--- src/rtl/culsans_pkg.sv ---
// Shared ACE-lite channel types and barrier FSM states for the culsans coherency path.
// Types only, no logic, so there is no latency.
// Backpressure lives in the modules that use these types.
package culsans_pkg;

  localparam int unsigned IdW   = 4;
  localparam int unsigned AddrW = 16;
  localparam int unsigned DataW = 32;
  localparam int unsigned UserW = 1;

  localparam logic [1:0] RESP_OKAY = 2'b00;

  typedef struct packed {
    logic [IdW-1:0]   id;
    logic [AddrW-1:0] addr;
    logic [7:0]       len;
    logic [1:0]       bar;
    logic [UserW-1:0] user;
  } aw_chan_t;

  typedef struct packed {
    logic [IdW-1:0]   id;
    logic [AddrW-1:0] addr;
    logic [7:0]       len;
    logic [1:0]       bar;
    logic [UserW-1:0] user;
  } ar_chan_t;

  typedef struct packed {
    logic [DataW-1:0]   data;
    logic [DataW/8-1:0] strb;
    logic               last;
    logic [UserW-1:0]   user;
  } w_chan_t;

  typedef struct packed {
    logic [IdW-1:0]   id;
    logic [1:0]       resp;
    logic [UserW-1:0] user;
  } b_chan_t;

  typedef struct packed {
    logic [IdW-1:0]   id;
    logic [DataW-1:0] data;
    logic [1:0]       resp;
    logic             last;
    logic [UserW-1:0] user;
  } r_chan_t;

  typedef struct packed {
    aw_chan_t aw;
    logic     aw_valid;
    w_chan_t  w;
    logic     w_valid;
    logic     b_ready;
    ar_chan_t ar;
    logic     ar_valid;
    logic     r_ready;
  } req_t;

  typedef struct packed {
    logic    aw_ready;
    logic    ar_ready;
    logic    w_ready;
    b_chan_t b;
    logic    b_valid;
    r_chan_t r;
    logic    r_valid;
  } resp_t;

  // Write FSM uses the W_* members, read FSM the R_* members.
  typedef enum logic [2:0] {
    W_IDLE, W_DRAIN, W_RESP,
    R_IDLE, R_DRAIN, R_RESP
  } bar_state_e;

endpackage

--- src/rtl/culsans_ostd_counter.sv ---
// Outstanding-transaction up/down counter with full and zero flags.
// Flags reflect the registered count, updated one cycle after inc/dec.
// No backpressure of its own; callers gate inc using full.
module culsans_ostd_counter #(
  parameter int unsigned Max = 8
) (
  input  logic clk,
  input  logic rst,
  input  logic inc,
  input  logic dec,
  output logic full,
  output logic zero
);

  localparam int unsigned CntW = $clog2(Max + 1);

  logic [CntW-1:0] cnt;

  // Count issued minus retired; a simultaneous inc and dec cancel out.
  always_ff @(posedge clk) begin
    if (rst) begin
      cnt <= '0;
    end else if (inc && !dec) begin
      cnt <= cnt + 1'b1;
    end else if (dec && !inc) begin
      cnt <= cnt - 1'b1;
    end
  end

  assign full = (cnt == CntW'(Max));
  assign zero = (cnt == '0);

endmodule

--- src/rtl/culsans_bar_filter.sv ---
// Absorbs ACE barrier AW/AR: drains outstanding normal traffic, then answers locally.
// Normal traffic and W pass through combinationally; local B/R appear 2+ cycles after a barrier.
// Normal AW/AR stall at MaxOutstanding or while a barrier of the same direction is open.
module culsans_bar_filter
  import culsans_pkg::*;
#(
  parameter int unsigned MaxOutstanding = 8
) (
  input  logic  clk_i,
  input  logic  rst_i,
  input  req_t  slv_req_i,
  output resp_t slv_resp_o,
  output req_t  mst_req_o,
  input  resp_t mst_resp_i
);

  bar_state_e     wr_state, rd_state;
  logic [IdW-1:0] wr_bar_id, rd_bar_id;
  logic           wr_full, wr_zero, rd_full, rd_zero;
  logic           aw_is_bar, ar_is_bar;
  logic           wr_idle, wr_resp, rd_idle, rd_resp;
  logic           mst_aw_valid, mst_ar_valid, mst_b_ready, mst_r_ready;
  logic           wr_inc, wr_dec, rd_inc, rd_dec;
  logic           wr_room, rd_room;

  assign aw_is_bar = slv_req_i.aw.bar[0];
  assign ar_is_bar = slv_req_i.ar.bar[0];
  assign wr_idle   = (wr_state == W_IDLE);
  assign wr_resp   = (wr_state == W_RESP);
  assign rd_idle   = (rd_state == R_IDLE);
  assign rd_resp   = (rd_state == R_RESP);

  // While a local beat is offered the downstream channel is held off; it is empty anyway.
  assign mst_b_ready = slv_req_i.b_ready & ~wr_resp;
  assign mst_r_ready = slv_req_i.r_ready & ~rd_resp;
  assign wr_dec      = mst_resp_i.b_valid & mst_b_ready;
  assign rd_dec      = mst_resp_i.r_valid & mst_r_ready & mst_resp_i.r.last;

  // A retirement in the same cycle frees the slot, so a full counter does not stall.
  assign wr_room = ~wr_full | wr_dec;
  assign rd_room = ~rd_full | rd_dec;

  assign mst_aw_valid = slv_req_i.aw_valid & ~aw_is_bar & wr_idle & wr_room;
  assign mst_ar_valid = slv_req_i.ar_valid & ~ar_is_bar & rd_idle & rd_room;
  assign wr_inc       = mst_aw_valid & mst_resp_i.aw_ready;
  assign rd_inc       = mst_ar_valid & mst_resp_i.ar_ready;

  // Downstream request: everything copied, only the handshake bits are filtered.
  always_comb begin
    mst_req_o          = slv_req_i;
    mst_req_o.aw_valid = mst_aw_valid;
    mst_req_o.ar_valid = mst_ar_valid;
    mst_req_o.b_ready  = mst_b_ready;
    mst_req_o.r_ready  = mst_r_ready;
  end

  // Upstream response: pass-through unless a local barrier beat is being offered.
  always_comb begin
    slv_resp_o          = mst_resp_i;
    slv_resp_o.aw_ready = wr_idle & (aw_is_bar | (wr_room & mst_resp_i.aw_ready));
    slv_resp_o.ar_ready = rd_idle & (ar_is_bar | (rd_room & mst_resp_i.ar_ready));
    if (wr_resp) begin
      slv_resp_o.b_valid = 1'b1;
      slv_resp_o.b.id    = wr_bar_id;
      slv_resp_o.b.resp  = RESP_OKAY;
      slv_resp_o.b.user  = '0;
    end
    if (rd_resp) begin
      slv_resp_o.r_valid = 1'b1;
      slv_resp_o.r.id    = rd_bar_id;
      slv_resp_o.r.data  = '0;
      slv_resp_o.r.resp  = RESP_OKAY;
      slv_resp_o.r.last  = 1'b1;
      slv_resp_o.r.user  = '0;
    end
  end

  // Write barrier: capture, wait for all downstream writes to retire, answer locally.
  always_ff @(posedge clk_i) begin
    if (rst_i) begin
      wr_state  <= W_IDLE;
      wr_bar_id <= '0;
    end else begin
      case (wr_state)
        W_IDLE:  if (slv_req_i.aw_valid && aw_is_bar) begin
                   wr_bar_id <= slv_req_i.aw.id;
                   wr_state  <= W_DRAIN;
                 end
        W_DRAIN: if (wr_zero) wr_state <= W_RESP;
        W_RESP:  if (slv_req_i.b_ready) wr_state <= W_IDLE;
        default: wr_state <= W_IDLE;
      endcase
    end
  end

  // Read barrier: same flow as writes, completion is the last R beat.
  always_ff @(posedge clk_i) begin
    if (rst_i) begin
      rd_state  <= R_IDLE;
      rd_bar_id <= '0;
    end else begin
      case (rd_state)
        R_IDLE:  if (slv_req_i.ar_valid && ar_is_bar) begin
                   rd_bar_id <= slv_req_i.ar.id;
                   rd_state  <= R_DRAIN;
                 end
        R_DRAIN: if (rd_zero) rd_state <= R_RESP;
        R_RESP:  if (slv_req_i.r_ready) rd_state <= R_IDLE;
        default: rd_state <= R_IDLE;
      endcase
    end
  end

  culsans_ostd_counter #(.Max(MaxOutstanding)) u_wr_cnt (
    .clk  (clk_i),
    .rst  (rst_i),
    .inc  (wr_inc),
    .dec  (wr_dec),
    .full (wr_full),
    .zero (wr_zero)
  );

  culsans_ostd_counter #(.Max(MaxOutstanding)) u_rd_cnt (
    .clk  (clk_i),
    .rst  (rst_i),
    .inc  (rd_inc),
    .dec  (rd_dec),
    .full (rd_full),
    .zero (rd_zero)
  );

endmodule

--- config.mk ---
export PLATFORM = sky130hd
export DESIGN_NAME = culsans_bar_filter
export DESIGN_NICKNAME = d
export VERILOG_FILES = /design/src/rtl/culsans_pkg.sv /design/src/rtl/culsans_ostd_counter.sv /design/src/rtl/culsans_bar_filter.sv
export SDC_FILE = /design/constraint.sdc
export NUM_CORES = 1
export LEC_CHECK = 0
export BUFFER_PORTS_ARGS = -buffer_cell sky130_fd_sc_hd__buf_2
export CORE_AREA = 2 2 121 123
export DETAILED_ROUTE_END_ITERATION = 12
export DIE_AREA = 0 0 123 125
export PLACE_DENSITY = 0.58
export SLEW_MARGIN = 20
export SYNTH_ARGS = -nofsm -noshare
export SYNTH_HDL_FRONTEND = slang
export SYNTH_SLANG_ARGS = --single-unit
--- constraint.sdc ---
create_clock -name clk_i -period 2.68 [get_ports clk_i]
set_input_delay 0.134 -clock clk_i [delete_from_list [all_inputs] [get_ports clk_i]]
set_output_delay 0.134 -clock clk_i [all_outputs]
set_load 0.1 [all_outputs]
==> run_results.csv <==
group,metric,value,unit
synthesis,netlist_top_cells_area,"buf_4 (35%), dfxtp_1 (18%), and2_1 (11%)",
global_route,grt_pass1_wl,7850,um
floorplan,initial_core_util,16.2,%
clock_network,cts_tree,"done",
sta,fin_skew,0.00156,ns
critical_path,end_kind,"flop",
routing,drt.antenna.violating_nets,0,
critical_path,ff2ff_path_depth,11,
routing,routed_via_density,3.50,
layout,nets,475,
power_and_ir_drop,p_leak,1.19,nW
floorplan,die_w,123,um
critical_path,reg2reg_setup_slack,0.18,ns
synthesis,ys_seq_elements,21,
global_route,grt_max_degree,43,
worst_hold_path,min_path_cells,3,
routing,wl,5570,um
synthesis,synthesis.instances,281,
global_route,overflow,0,
synthesis,synth_nets,448,
sta,whs,0.116,ns
run,drv_cap,0,
floorplan,die-area,0.0154,mm2
floorplan,die_h,125,um
power_and_ir_drop,p_per_area,610,mW/mm2
critical_path,timing.rr.start,"rd_state[2]",
critical_path,critPathMaxStageDelay,0.35,ns
floorplan,core_area,0.0142,mm2
clock_network,htreeDepth,1,
sta,tns,0,ns
critical_path,path_cells,"and3b_2, nand2_1, a311oi_2, and2_1, ha_1, inv_2, ha_4, a21oi_2, a211oi_1, a31oi_1, mux2_2",
power_and_ir_drop,ir_drop,0.169,mV
clock_network,clockBufferDepth,2,
routing,first_iter_violations,67,
sta,hold_violations,0,
sta,rsz0062_at_grt,"false",
sta,setup_ws,0.181,ns
layout,seq_area,423,um2
clock_network,cts_sinks,21,
sta,finalCritPeriodShare,93.2,%
critical_path,worstSetupStartpointType,"flop",
floorplan,rows,44,
layout,antennaDiodeCount,0,
outcome,status,"complete, no violations",
placed_design,dpl_worst_slack,0.0378,ns
sta,setup_viol,0,
global_route,grtUsageTotal,6.62,%
placed_design,dp_hpwl,4560,um
routing,drc,0,
synthesis,ys_types,35,
worst_hold_path,hold_start,"slv_req_i[32]",
sta,tightest_slew,0.502,ns
floorplan,num_io_pins,316,
placed_design,io_buffers,131,
worst_hold_path,hold_end,"rd_bar_id[3]",
layout,drive_gt1_share,54.4,%
clock_network,clkTransAtPathRegs,0.06,ns
layout,final_util,17.8,%
synthesis,netlist.area_leader.share,34.6,%
clock_network,cts_root_buffer,"clkbuf_16",
critical_path,cpMaxStageDelayCell,"dfxtp_1",
layout,multi_input_area,0.00107,mm2
critical_path,critical_path_class,"reg -> reg",
clock_network,clock_latency,0.26,ns
sta,relSlewSlack,66.7,%
routing,first_pass_iters,4,
routing,vias,1717,
layout,syn_to_final_growth,9.63,%
critical_path,crit_required,2.84,ns
critical_path,critPathTopFamily,"compound AO/OA/AOI/OAI gates",
global_route,grt_pass1_vias,1529,
power_and_ir_drop,total_power,0.00154,W
synthesis,syn_area_per_cell,8.18,um2
synthesis,synthesis.area,0.00230,mm2
worst_hold_path,hold_class,"in -> reg",
routing,wl_per_cell,11.3,um
sta,fmaxAchievable,0.400,GHz
synthesis,yosysSeqAreaShare,18.3,%
synthesis,synth_warnings,0,
clock_network,cts_buffers,3,
critical_path,cp_num_buf_inv,1,
critical_path,timing.rr.end,"u_rd_cnt.cnt[3]",
critical_path,critPathMaxFanout,4,
sta,drv_slew,0,
global_route,antenna_found_initial,0,
sta,period_minus_slack,2.50,ns
placed_design,gp_congestion,0.705,
layout,fill_cells,1625,
synthesis,synth_top_area_cell,"buf_4",
critical_path,arrival,2.65,ns
==> routing by layer <==
metal / up-vias / routed length [um] / GRT usage, %
met5: - / 0 / 0
met4: 0 / 260 / 4.61
met3: 36 / 558 / 2.74
met2: 79 / 2370 / 8.71
met1: 753 / 2380 / 8.59
li1: 849 / - / -
==> cell usage after synthesis (all sizes together) <==
master	count
a21oi	6
nand2b	6
mux2i	10
nor4	1
ha	6
nor3	3
xor2	2
fa	2
a31oi	4
buf	111
nand3b	2
inv	4
and3	1
o21ai	1
a311oi	2
mux2	10
a211oi	2
o21a	1
dfxtp	21
xnor2	2
nor2	21
clkbuf	5
nand4	1
and3b	1
a21o	1
o22ai	1
nand3	4
nand2	3
and2	42
or4b	1
nor2b	4
==> flip-flops by register name, summed over array words and instances, names as in the netlist <==
register,count
rd_bar_id,4
u_rd_cnt.cnt,4
u_wr_cnt.cnt,4
wr_bar_id,4
rd_state,3
wr_state,2
==> worst min-delay path: stages <==
cell and delay, ns:
buf_2 0.08, mux2i_1 0.06, nor2_1 0.07
==> worst max-delay path by stage <==
| stage | startpoint | end | depth (start not counted) |
|---|---|---|---|
| 2_1_floorplan | rd_state[0] | u_rd_cnt.cnt[3] | 11 |
| 3_3_place_gp | rd_state[0] | u_rd_cnt.cnt[3] | 11 |
| 3_5_place_dp | rd_state[0] | u_rd_cnt.cnt[3] | 11 |
| 4_1_cts | rd_state[0] | u_rd_cnt.cnt[3] | 11 |
| 5_1_grt | wr_state[1] | u_wr_cnt.cnt[3] | 11 |
| 6_report | rd_state[2] | u_rd_cnt.cnt[3] | 11 |
==> report_power, final <==
group,switching [W],internal (W),leakage (nW)
registers,0.0000302,0.000343,0.172
logic,0.000618,0.000207,0.983
clock network,0.000136,0.000204,0.0382
==> kinds of logic (layout without fill, tap and decap cells) <==
| group | count (synthesis) | count (layout) | share of synthesized area, % |
|---|---|---|---|
| buf+inv | 120 | 146 | 37.1 |
| simple gates | 90 | 90 | 23.3 |
| flops | 21 | 21 | 18.3 |
| mux | 20 | 20 | 9.25 |
| compound gates | 18 | 18 | 5.50 |
| fa+ha+maj | 8 | 8 | 5.01 |
| xor+xnor | 4 | 4 | 1.52 |
==> per-stage QoR <==
stage	instances	cell area [um2]
2_1_floorplan	281	2300
3_3_place_gp	486	2390
3_5_place_dp	486	2390
4_1_cts	490	2470
5_1_grt	491	2520
6_report	491	2520
==> layout by cell type (no fill, tap or decap), types with 4 or more instances in the layout <==
master and instances:
a21oi_1 4, a31oi_1 4, and2_1 42, buf_2 131, buf_4 7, dfxtp_1 19
ha_1 5, mux2_2 10, mux2i_1 10, nand2b_1 5, nor2_1 20, nor2b_1 4
==> final cells by class <==
cell class / instances / area share, %
clock buffers: 4 / 3.13
inverters: 4 / 0.596
multi-input cells: 140 / 42.3
flip-flops and latches: 21 / 16.8
well taps: 184 / 9.13
repair buffers: 138 / 28.1
==> what timing repair did <==
item / in CTS / in global routing
gates resized for setup: 0 / 10
endpoints found under the setup margin: 0 / 2
buffers inserted: 0 / 1
hold buffers: 0 / 0
(Power assumes the default switching activity.)
